## config.mk

```make
export PLATFORM = sky130hd
export DESIGN_NAME = pipeline_ctrl
export DESIGN_NICKNAME = d
export VERILOG_FILES = /design/src/rtl/cpu_types_pkg.sv /design/src/rtl/hazard_detect.sv /design/src/rtl/pipeline_ctrl.sv
export SDC_FILE = /design/constraint.sdc
export NUM_CORES = 1
export LEC_CHECK = 0
export BUFFER_PORTS_ARGS = -buffer_cell sky130_fd_sc_hd__buf_4
export CAP_MARGIN = 20
export CORE_ASPECT_RATIO = 0.7
export CORE_UTILIZATION = 50
export CTS_CLUSTER_SIZE = 40
export DETAILED_ROUTE_END_ITERATION = 6
export PLACE_DENSITY_LB_ADDON = 0.1
export SYNTH_ARGS = -nofsm -noshare
export SYNTH_HDL_FRONTEND = slang
export SYNTH_HIERARCHICAL = 1
export SYNTH_SLANG_ARGS = --single-unit
```

## constraint.sdc

```tcl
create_clock -name CLK -period 2.3 [get_ports CLK]
set_clock_uncertainty 0.05 [all_clocks]
set_input_delay 0.46 -clock CLK [delete_from_list [all_inputs] [get_ports CLK]]
set_output_delay 0.46 -clock CLK [all_outputs]
set_load 0.01 [all_outputs]
```

## src/rtl/cpu_types_pkg.sv

```systemverilog
// rtl/cpu_types_pkg.sv - shared state and hazard encodings for the pipeline controller
package cpu_types_pkg;

    localparam int REG_ADDR_W = 5;

    typedef enum logic [1:0] {
        RUN    = 2'd0,
        DWAIT  = 2'd1,
        HALTED = 2'd2
    } pc_state_t;

    // Listed lowest to highest priority; the encoder below picks the highest active one.
    typedef enum logic [2:0] {
        HZ_NONE     = 3'd0,
        HZ_IMISS    = 3'd1,
        HZ_LOADUSE  = 3'd2,
        HZ_BRANCH   = 3'd3,
        HZ_HALT     = 3'd4,
        HZ_DSTALL   = 3'd5
    } hazard_t;

    // A pending data access outranks everything: nothing may move while memory is busy.
    // Halt only matters once the data port is free, and a taken branch squashes
    // whatever the load-use or fetch-miss logic would otherwise hold.
    function automatic hazard_t hazard_prio(
        input logic dstall,
        input logic halt_req,
        input logic branch,
        input logic load_use,
        input logic imiss
    );
        if (dstall)        return HZ_DSTALL;
        else if (halt_req) return HZ_HALT;
        else if (branch)   return HZ_BRANCH;
        else if (load_use) return HZ_LOADUSE;
        else if (imiss)    return HZ_IMISS;
        else               return HZ_NONE;
    endfunction

endpackage

```

## src/rtl/hazard_detect.sv

```systemverilog
// rtl/hazard_detect.sv - load-use hazard detection between ID/EX and IF/ID
module hazard_detect
    import cpu_types_pkg::*;
(
    input  logic                  mem_to_reg_i,
    input  logic [REG_ADDR_W-1:0] idex_wsel_i,
    input  logic [REG_ADDR_W-1:0] ifid_rs_i,
    input  logic [REG_ADDR_W-1:0] ifid_rt_i,
    output logic                  load_use_o
);

    // A load writing r0 never creates a dependency, since r0 reads as zero.
    assign load_use_o = mem_to_reg_i
                      & (idex_wsel_i != '0)
                      & ((idex_wsel_i == ifid_rs_i) | (idex_wsel_i == ifid_rt_i));

endmodule

```

## src/rtl/pipeline_ctrl.sv

```systemverilog
// rtl/pipeline_ctrl.sv - stall, flush and halt control for a five-stage pipeline
module pipeline_ctrl
    import cpu_types_pkg::*;
#(
    parameter int CNT_W = 32
) (
    input  logic                  CLK,
    input  logic                  RST,
    input  logic                  ihit,
    input  logic                  dhit,
    input  logic                  memcuDRE,
    input  logic                  memcuDWE,
    input  logic                  memcuHALT,
    input  logic                  idexMemToReg,
    input  logic [REG_ADDR_W-1:0] idexwsel,
    input  logic [REG_ADDR_W-1:0] ifidrs,
    input  logic [REG_ADDR_W-1:0] ifidrt,
    input  logic                  exbranch,
    output logic                  ifidW,
    output logic                  ifidRST,
    output logic                  idexW,
    output logic                  idexRST,
    output logic                  exW,
    output logic                  exRST,
    output logic                  memW,
    output logic                  memRST,
    output logic                  pc_en,
    output logic                  iREN,
    output logic                  halt,
    output logic [CNT_W-1:0]      stall_cnt
);

    pc_state_t        state_q, state_d;
    logic [CNT_W-1:0] stall_cnt_q;
    logic             dreq, dstall, load_use;
    hazard_t          hz;
    logic             ifid_w, idex_w, ex_w, mem_w;
    logic             ifid_rst, idex_rst, ex_rst, mem_rst;

    assign dreq = memcuDRE | memcuDWE;

    hazard_detect u_hazard_detect (
        .mem_to_reg_i (idexMemToReg),
        .idex_wsel_i  (idexwsel),
        .ifid_rs_i    (ifidrs),
        .ifid_rt_i    (ifidrt),
        .load_use_o   (load_use)
    );

    // Data stall is live on a fresh miss in RUN or any non-hit cycle while waiting.
    assign dstall = ((state_q == RUN) & dreq & ~dhit) | ((state_q == DWAIT) & ~dhit);
    assign hz     = hazard_prio(dstall, memcuHALT, exbranch, load_use, ~ihit);

    // Decode state and highest-priority hazard into latch enables, flushes and next state.
    // The dhit cycle of DWAIT resolves exactly like a RUN cycle, so a branch or fetch
    // miss that arrived during the wait takes effect there.
    always_comb begin
        state_d  = state_q;
        ifid_w   = 1'b0;
        idex_w   = 1'b0;
        ex_w     = 1'b0;
        mem_w    = 1'b0;
        ifid_rst = 1'b0;
        idex_rst = 1'b0;
        ex_rst   = 1'b0;
        mem_rst  = 1'b0;
        pc_en    = 1'b0;
        iREN     = 1'b0;
        halt     = 1'b0;
        if (RST) begin
            state_d  = RUN;
            ifid_rst = 1'b1;
            idex_rst = 1'b1;
            ex_rst   = 1'b1;
            mem_rst  = 1'b1;
        end else if (state_q == HALTED) begin
            halt = 1'b1;
        end else begin
            iREN    = (state_q == RUN) & ~dreq;
            state_d = RUN;
            case (hz)
                HZ_DSTALL: state_d = DWAIT;
                HZ_HALT: begin
                    mem_w   = 1'b1;
                    state_d = HALTED;
                end
                HZ_BRANCH: begin
                    ifid_rst = 1'b1;
                    idex_rst = 1'b1;
                    pc_en    = 1'b1;
                    ex_w     = 1'b1;
                    mem_w    = 1'b1;
                end
                HZ_LOADUSE: begin
                    idex_rst = 1'b1;
                    ex_w     = 1'b1;
                    mem_w    = 1'b1;
                end
                HZ_IMISS: begin
                    ifid_rst = 1'b1;
                    idex_w   = 1'b1;
                    ex_w     = 1'b1;
                    mem_w    = 1'b1;
                end
                default: begin
                    ifid_w = 1'b1;
                    idex_w = 1'b1;
                    ex_w   = 1'b1;
                    mem_w  = 1'b1;
                    pc_en  = 1'b1;
                end
            endcase
        end
    end

    // A flush always wins over a latch enable on the same register.
    assign ifidW   = ifid_w & ~ifid_rst;
    assign idexW   = idex_w & ~idex_rst;
    assign exW     = ex_w   & ~ex_rst;
    assign memW    = mem_w  & ~mem_rst;
    assign ifidRST = ifid_rst;
    assign idexRST = idex_rst;
    assign exRST   = ex_rst;
    assign memRST  = mem_rst;

    // Advance the FSM and count non-halted cycles in which EX/MEM did not advance.
    always_ff @(posedge CLK) begin
        if (RST) begin
            state_q     <= RUN;
            stall_cnt_q <= '0;
        end else begin
            state_q <= state_d;
            if ((state_q != HALTED) && !exW && (stall_cnt_q != '1))
                stall_cnt_q <= stall_cnt_q + CNT_W'(1);
        end
    end

    assign stall_cnt = stall_cnt_q;

endmodule

```

# Word-level counts from Yosys, hierarchy flattened
# Index checks and enable logic that the tools add are counted.
# W data, S select, Z words.
# classes
eq_ne,11
n_bitwise,18
mux,32
n_addsub,1
reduce_logical,11
# op_table
operator,count
$add A32 B1 Y32 const B,1
$ne A32 B32 Y1 const B,1
$mux W1,27
$and A1 B1 Y1,10
$eq A5 B5 Y1,2
$reduce_or A4 Y1,2
$eq A3 B2 Y1 const B,2
$eq A3 B3 Y1 const B,2
$mux W3,2
$reduce_or A2 Y1,3
$not A1 Y1,5
$reduce_bool A5 Y1,1
$reduce_or A5 Y1,1
$mux W2,2
$pmux W2 S2,1
$eq A3 B1 Y1 const B,1
$or A1 B1 Y1,3
$eq A2 B1 Y1 const B,1
$eq A2 B2 Y1 const B,1
$logic_and A1 B1 Y1,2
$logic_not A2 Y1,1
$ne A2 B2 Y1 const B,1
$logic_not A1 Y1,1
# totals
output_inout_bits,43
register_bits,34

# Longest topological paths before layout
# Gate-level depths: netlist of run 1.
# depth
depth_word,16
ltp_mapped,7

# Hierarchy
# The synthesis of run 1 kept the hierarchy.
# by_module_without_submodules
module,area_per_inst_um2,cells_per_inst,instances
pipeline_ctrl,1904.3,237,1
hazard_detect,125.1,17,1

# Worst setup path before layout of run 1
# Ideal clock, no wire load.
# synth_timing
path_type,input port to output port
start,in memcuDWE
end,out ifidW
arrival_time_ps,1726
t_required_ps,1790
cell_stages,4
path_slack_ps,64
cell_sequence,nor3_1 nor3_1 nor4_1 and3_1
# synth_between
elab_chain_len,12
word_cells_on_any_way,20
# synth_rtl
item,line_no,source
start: declaration,pipeline_ctrl.sv:12,"input logic memcuDWE,"
$or A1 B1 Y1 (*),pipeline_ctrl.sv:40,assign dreq = memcuDRE | memcuDWE;
$and A1 B1 Y1 (*) (2 in series),pipeline_ctrl.sv:51,assign dstall = ((state_q == RUN) & dreq & ~dhit) | ((state_q == DWAIT) & ~dhit);
$or A1 B1 Y1 (*),pipeline_ctrl.sv:51,
$mux W3 (*),cpu_types_pkg.sv:32,if (dstall) return HZ_DSTALL;
$eq A3 B2 Y1 or $eq A3 B1 Y1 (tied branches),pipeline_ctrl.sv:81,case (hz)
$reduce_or A2 Y1 (no source line),n/a,
$mux W1,pipeline_ctrl.sv:81,
$mux W1,pipeline_ctrl.sv:76,end else if (state_q == HALTED) begin
$mux W1,pipeline_ctrl.sv:70,if (RST) begin
$not A1 Y1,pipeline_ctrl.sv:117,assign ifidW = ifid_w & ~ifid_rst;
$and A1 B1 Y1 (*),pipeline_ctrl.sv:117,
end: declaration,pipeline_ctrl.sv:19,"output logic ifidW,"
# Mark *: on every way between the ends. The rest lies on a longest branch, timed or not.

# Worst setup path in the final report of run 1
# layout_timing
start,in idexwsel[1]
end,out idexRST
# layout_between
elab_chain_len,12
word_cells_on_any_way,16
# layout_rtl
item,line_no,source
start: declaration,pipeline_ctrl.sv:15,"input logic [REG_ADDR_W-1:0] idexwsel,"
$eq A5 B5 Y1 or $reduce_bool A5 Y1 (tied branches),"hazard_detect.sv:15, hazard_detect.sv:14",
$or A1 B1 Y1 or $and A1 B1 Y1 (tied branches),"hazard_detect.sv:15, hazard_detect.sv:14",
$and A1 B1 Y1 (*),hazard_detect.sv:15,& ((idex_wsel_i == ifid_rs_i) | (idex_wsel_i == ifid_rt_i));
via load_use,pipeline_ctrl.sv:35,"logic dreq, dstall, load_use;"
$mux W2 (*),cpu_types_pkg.sv:35,else if (load_use) return HZ_LOADUSE;
$mux W2 (*),cpu_types_pkg.sv:34,else if (branch) return HZ_BRANCH;
$mux W3 (*),cpu_types_pkg.sv:33,else if (halt_req) return HZ_HALT;
$mux W3 (*),cpu_types_pkg.sv:32,
$eq A3 B2 Y1,pipeline_ctrl.sv:81,
$reduce_or A2 Y1 (no source line) (*),n/a,
$mux W1 (*),pipeline_ctrl.sv:81,
$mux W1 (*),pipeline_ctrl.sv:76,
$mux W1 (*),pipeline_ctrl.sv:70,
end: declaration,pipeline_ctrl.sv:22,"output logic idexRST,"
# Mark *: on every way through the listed nets, which the timed path passes. The rest lies on a longest branch.

==> reports/summary.txt, run 1 <==
PD cells: 464 nW/um^2
initial antenna violation count: 0
diode count: 0
Pins Over Slew Limit: 0
mean post-synth cell area: 7.99 sq um
Core Rows: 18
Routed Antenna Nets: 0
core area: 3690 sq um
Post-synth top flop: dfxtp_1
Clock Sinks: 34
Reg-to-Reg End: stall_cnt[26]
worst endpoint required time: 1.79 ns
Final GP Congestion: 0.770
area grow syn2layout: 37.7%
port bufs: 66
share of layout cells above drive strength 1: 33.2%
r2r startpoint: stall_cnt[5]
Hold Path End: state_q[1]
r2r worst-path depth: 5
Syn Inst Count: 254
WL/cell: 14.0 um
Synth cell types: 45
Hold Fails Final Rpt: 0
CTS max path bufs: 2
most common cell after layout, fill and taps aside: buf_4
HP Class: in2reg
Starting DRT DRC Count: 70
Seq cells post-synth: 34
CP max stage cell: or4_1
fraction of registers with async set/reset: 0%
most frequent cells in the layout: 85 x buf_4, 33 x dfxtp_1, 24 x nor2_1, 18 x a21oi_1, 17 x nand3_1
FF-to-FF setup slack: 0.13 ns
Fmax: 0.444 GHz
First-pass DRT Iterations: 5
Slew HR: 63.0%
Initial Utilization: 54.9%
post-DP HPWL: 4020 um
gr usage total: 25.4%
DR DRC count: 0
Worst Hold Slack: 0.395 ns
kind of critical path: in2out
sequential area share after synthesis: 33.5%
Final period util: 97.9%
drt total wl: 5380 um
fill count: 313
Leak: 1.07 nW
Crit path largest cell delay: 0.54 ns
largest net degree at the start of global routing: 48
via count: 2232
endpoints failing setup: 0
top cells by area, synth: dfxtp_1 34%, xnor2_1 5.2%, a21oi_1 4.7%, nor2_1 4.6%, nand3_1 4.2%
CP startpoint kind: input pin
vias in the first global route: 1968
total chip power: 0.00130 W
Yosys Warn Count: 6
wire length on met3: 330 um
GRT overflow: 0
area of the multi-input gates: 1290 sq um
DR vias/cell: 5.81
Die H: 55.3 um
hold path startpoint: memcuHALT
crit path time final: 2.25 ns
global-route wire length before repair: 8770 um
final net count: 358
register area: 682 sq um
met2 routed wirelength: 2460 um
H-tree depth: 2
Hold Path Cell Cnt: 3
critical path peak fanout: 4
die area: 4320 sq um
Worst Path Arrival: 1.74 ns
clock transition at the registers of the reported paths: 0.06 ns
Worst VDD drop: 380 uV
actual slew at the worst max-slew pin: 0.554 ns
cell accounting for the most synthesized area: dfxtp_1
CTS tree: yes
mapped cell area: 2030 sq um
Setup crit end kind: output pin
IO Pins: 67
max-capacitance violation count: 0
Yosys top cell area share: 33.5%
die width: 78.1 um
clk_lat worst skew: 0.29 ns
highest metal used: met4
status: complete, no violations
Post-synth EDFFs: 0
worst-path cell chain: buf_4 > or4_1 > o21ai_2 > a21oi_2 > o21ai_1 > nand2b_1 > buf_4
crit-path most repeated cell: buf_4
CTS Buf Count: 5
Mapped Nets: 279
DRT met1 WL: 2530 um
CTS root buf: clkbuf_8
[what timing repair did]
| action | 4_1_cts | 5_1_grt |
|---|---|---|
| hold buffers | 0 | 0 |
| setup endpoints to repair | 0 | 9 |
| setup buffers | 0 | 1 |
| gates resized for setup | 0 | 10 |
[critical path, delay by kind of cell]
| kind | cells | cell delay (ns) |
|---|---|---|
| and+or+nand+nor | 2 | 0.62 |
| AOI/OAI and AO/OA | 3 | 0.39 |
| buffers and inverters | 2 | 0.26 |
[Yosys cell counts (all sizes together), types with 2 or more instances]
cell     count
a211oi       5
nor3        10
or4          7
nand2        9
xnor2       12
dfxtp       34
mux2         5
nand2b       3
or3         11
o21ai       13
nor2        25
nand3       17
a2111oi      2
xor2         7
clkbuf       5
and3         3
buf          8
a21oi       19
nand4b       2
inv          6
nor4         6
o31ai        6
nor2b        8
or2          2
nand4       14
[stage by stage]
stage               area, sq um  instances  setup TNS (ns)  worst slack (ns)  utilization [%]
global placement           2660        375               0            0.0740             71.9
floorplan                  2030        254               0            0.0644                -
CTS                        2750        383               0            0.0265             74.5
detailed placement         2660        375               0            0.0426             71.9
global route               2800        384         -0.0126           -0.0114             75.7
finish                     2800        384               0            0.0486             75.7
[cells by family after synthesis]
logic type | Yosys count | synth area share, %
AND/OR/NAND/NOR | 123 | 33.9
buffers and inverters | 19 | 4.38
flip-flops | 34 | 33.5
multiplexers | 5 | 2.77
AO/OA/AOI/OAI | 53 | 16.6
XOR/XNOR | 19 | 8.20
adder cells (fa/ha/maj) | 1 | 0.616
[power by group]
part	total [W]	switching, W	internal [W]
registers	0.000608	0.00000979	0.000598
clock network	0.000472	0.000232	0.000241
logic	0.000217	0.000113	0.000104
total	0.00130	0.000354	0.000943
[registers in the layout, summed over array words and instances (netlist names)]
name,cells
state_q,2
stall_cnt,32
[cell type report]
| cell class | instances | share of cell area [%] |
|---|---|---|
| well taps | 50 | 2.24 |
| repair buffers | 85 | 22.8 |
| multi-input cells | 201 | 46.3 |
| inverters | 6 | 0.806 |
| clock inverters | 2 | 0.448 |
| flip-flops and latches | 34 | 24.4 |
| clock buffers | 6 | 2.95 |
[per-layer routing]
metal	up-vias	GRT usage (%)
li1	1103	-
met1	1047	34.0
met4	0	9.52
met2	73	39.3
met5	-	0
met3	9	6.28
[how the worst max path moves through the flow]
stage	start	to	slack (ns)	cells past startpoint
after floorplan	memcuDWE	ifidW	0.06	4
after global placement	idexwsel[1]	idexW	0.07	7
after detailed placement	idexwsel[1]	idexRST	0.04	7
after CTS	state_q[0]	ifidW	0.03	6
after global routing	idexwsel[0]	ifidRST	-0.01	9
final	idexwsel[1]	idexRST	0.05	7
Power figures use the tool's default switching activity.
==> inputs of run 2 (changes only) <==
ABC_AREA = 1   (was unset)
CAP_MARGIN = unset   (was 20)
CORE_UTILIZATION = 54   (was 50)
==> run 2 against run 1 <==
- the flow now finishes with violations (setup timing)
- synthesized area rose by 29%
- wire length is 37% higher
- via count is 44% higher
- count of clock-buffer cells in the layout grew 1
- setup slack worse by 0.12 ns
- synthesized cell count increased by 89%
- sequential cell count is the same
- die area grew 19%
- largest power group unchanged
==> reports/summary.txt, run 2 <==
status: complete, but fails checks
failing checks: setup timing
switching part of the total power: 27.2%
hold path startpoint: memcuHALT
r2r startpoint: stall_cnt[1]
top cells by area, synth: nand2_1 28%, dfxtp_1 26%, nor2_1 11%, inv_1 7.5%, nand3_1 6.9%
mean post-synth cell area: 5.46 sq um
Hold Path End: state_q[1]
crit path time final: 2.37 ns
drt total wl: 7400 um
kind of critical path: in2out
Yosys Warn Count: 6
die width: 85.2 um
post-DP HPWL: 5650 um
Fmax: 0.422 GHz
worst endpoint required time: 1.79 ns
Clock Sinks: 34
fraction of registers with async set/reset: 0%
initial antenna violation count: 0
First-pass DRT Iterations: 5
Post-DP Area: 3130 sq um
Worst VDD drop: 427 uV
Crit path largest cell delay: 0.22 ns
CP max stage cell: and3_4
r2r worst-path depth: 9
Syn Inst Count: 479
fill count: 396
Synth cell types: 23
mapped cell area: 2620 sq um
Final Cell Area: 3290 sq um
Hold Path Cell Cnt: 3
Worst Path Arrival: 1.86 ns
Slew HR: 68.5%
Core Rows: 20
endpoints failing setup: 2
die area: 5130 sq um
Reg-to-Reg End: stall_cnt[31]
WL/cell: 12.3 um
CP top delay family: simple AND/OR/NAND/NOR gates
final net count: 570
Post-synth top flop: dfxtp_1
clk_lat worst skew: 0.29 ns
Pins Over Slew Limit: 0
dpl ws: -0.0417 ns
RSZ-0062 raised after global routing: true
via count: 3204
gr usage total: 30.7%
Mapped Nets: 504
critical path peak fanout: 3
Pint: 0.00102 W
area grow syn2layout: 25.8%
Routed Antenna Nets: 0
PD cells: 427 nW/um^2
DR DRC count: 0
Comb power frac: 17.8%
Starting DRT DRC Count: 282
worst setup path start: idexwsel[2]
number of flip-flops in the largest register: 32
clock transition at the registers of the reported paths: 0.07 ns
Leak: 1.42 nW
IO Pins: 67
CTS max path bufs: 2
CP startpoint kind: input pin
Initial Utilization: 58.1%
crit path buf inv count: 4
HP Class: in2reg
Post-synth EDFFs: 0
CTS Buf Count: 5
Hold Fails Final Rpt: 0
global-route wire length before repair: 12300 um
largest net degree at the start of global routing: 31
Yosys top cell area share: 27.7%
H-tree depth: 2
CTS root buf: clkbuf_8
share of layout cells above drive strength 1: 18.9%
most common cell after layout, fill and taps aside: nand2_1
crit-path most repeated cell: nand2_1
actual slew at the worst max-slew pin: 0.472 ns
Psw: 0.000382 W
GRT overflow: 0
Final period util: 103%
CTS tree: yes
Reg power frac: 43.3%
core area: 4500 sq um
Clock power frac: 38.9%
diode count: 0
Final GP Congestion: 0.984
cell accounting for the most synthesized area: nand2_1
port bufs: 66
Setup crit end kind: output pin
Seq cells post-synth: 34
FF-to-FF setup slack: 0.28 ns
Die H: 60.3 um
worst-path cell chain: buf_4 > inv_2 > nand2_1 > nand2_1 > nor2_1 > nand3_1 > a21oi_2 > nor2_1 > o21ai_2 > and3_4 > nor2_2 > nand2_1 > inv_1 > buf_6
DR vias/cell: 5.33
top cells by count, synth: 193 x nand2_1, 74 x nor2_1, 52 x inv_1, 36 x nand3_1, 34 x dfxtp_1
max-capacitance violation count: 0
vias in the first global route: 2824
# hold bufs at CTS: 0
most frequent cell after synthesis: nand2_1
sequential area share after synthesis: 26.0%
Post-Route Setup TNS: -0.0983 ns
Final WS setup: -0.0699 ns
most frequent cells in the layout: 192 x nand2_1, 72 x nor2_1, 68 x buf_4, 51 x inv_1, 36 x nand3_1
## run 2: metal layers
metal	GRT usage, %	routed length, um	vias to the layer above
met1	38.4	3260	1423
met5	0	0	-
met2	52.3	3270	157
met3	7.46	702	18
li1	-	-	1606
met4	10.4	163	0
## run 2: area by class of cell
type / instances / area, sq um / share of cell area (%)
inverter: 57 / 216 / 6.58
timing repair buffer: 72 / 556 / 16.9
tap: 55 / 68.8 / 2.09
multi-input combinational: 375 / 1660 / 50.6
clock inverter: 1 / 30.0 / 0.912
clock buffer: 7 / 76.3 / 2.32
sequential: 34 / 681 / 20.7
## run 2: worst max path at each step
stage          endpoint  cells after the start
2_1_floorplan     pc_en                      8
3_3_place_gp      ifidW                     12
3_5_place_dp      ifidW                     14
4_1_cts           pc_en                     10
5_1_grt           ifidW                     12
6_report          ifidW                     14
## run 2: logic make-up after synthesis
family	after synthesis	share of synthesized area, %
buf+inv	70	11.4
fa+ha+maj	1	0.478
xor+xnor	12	4.02
simple gates	326	51.1
flops	34	26.0
compound gates	36	7.03
## run 2: tightest hold or removal path, stage by stage
cell     delay (ns)
buf_4          0.12
nand2_1        0.06
a21oi_1        0.05
## run 2: timing repair
item                       in CTS  in global routing
setup endpoints to repair       2                  4
setup buffers                   0                  1
pin swaps                       0                 13
resized for setup               3                 12
## run 2: power by group through the flow
stage / sequential (W) / combinational, W / clock [W]
final: 0.000609 / 0.000250 / 0.000547
after global routing: 0.000610 / 0.000272 / 0.000576
after CTS: 0.000608 / 0.000233 / 0.000554
after detailed placement: 0.000622 / 0.000230 / 0
after global placement: 0.000621 / 0.000225 / 0
after floorplan: 0.000625 / 0.000140 / 0
## run 2: per-stage QoR
step / instances / util (%) / total power, W / hold slack, ns
after floorplan: 479 / - / 0.000765 / 0.473
after global placement: 592 / 69.6 / 0.000846 / 0.460
after detailed placement: 592 / 69.6 / 0.000852 / 0.466
after CTS: 600 / 72.1 / 0.00140 / 0.398
after global routing: 601 / 73.1 / 0.00146 / 0.412
final: 601 / 73.1 / 0.00141 / 0.397
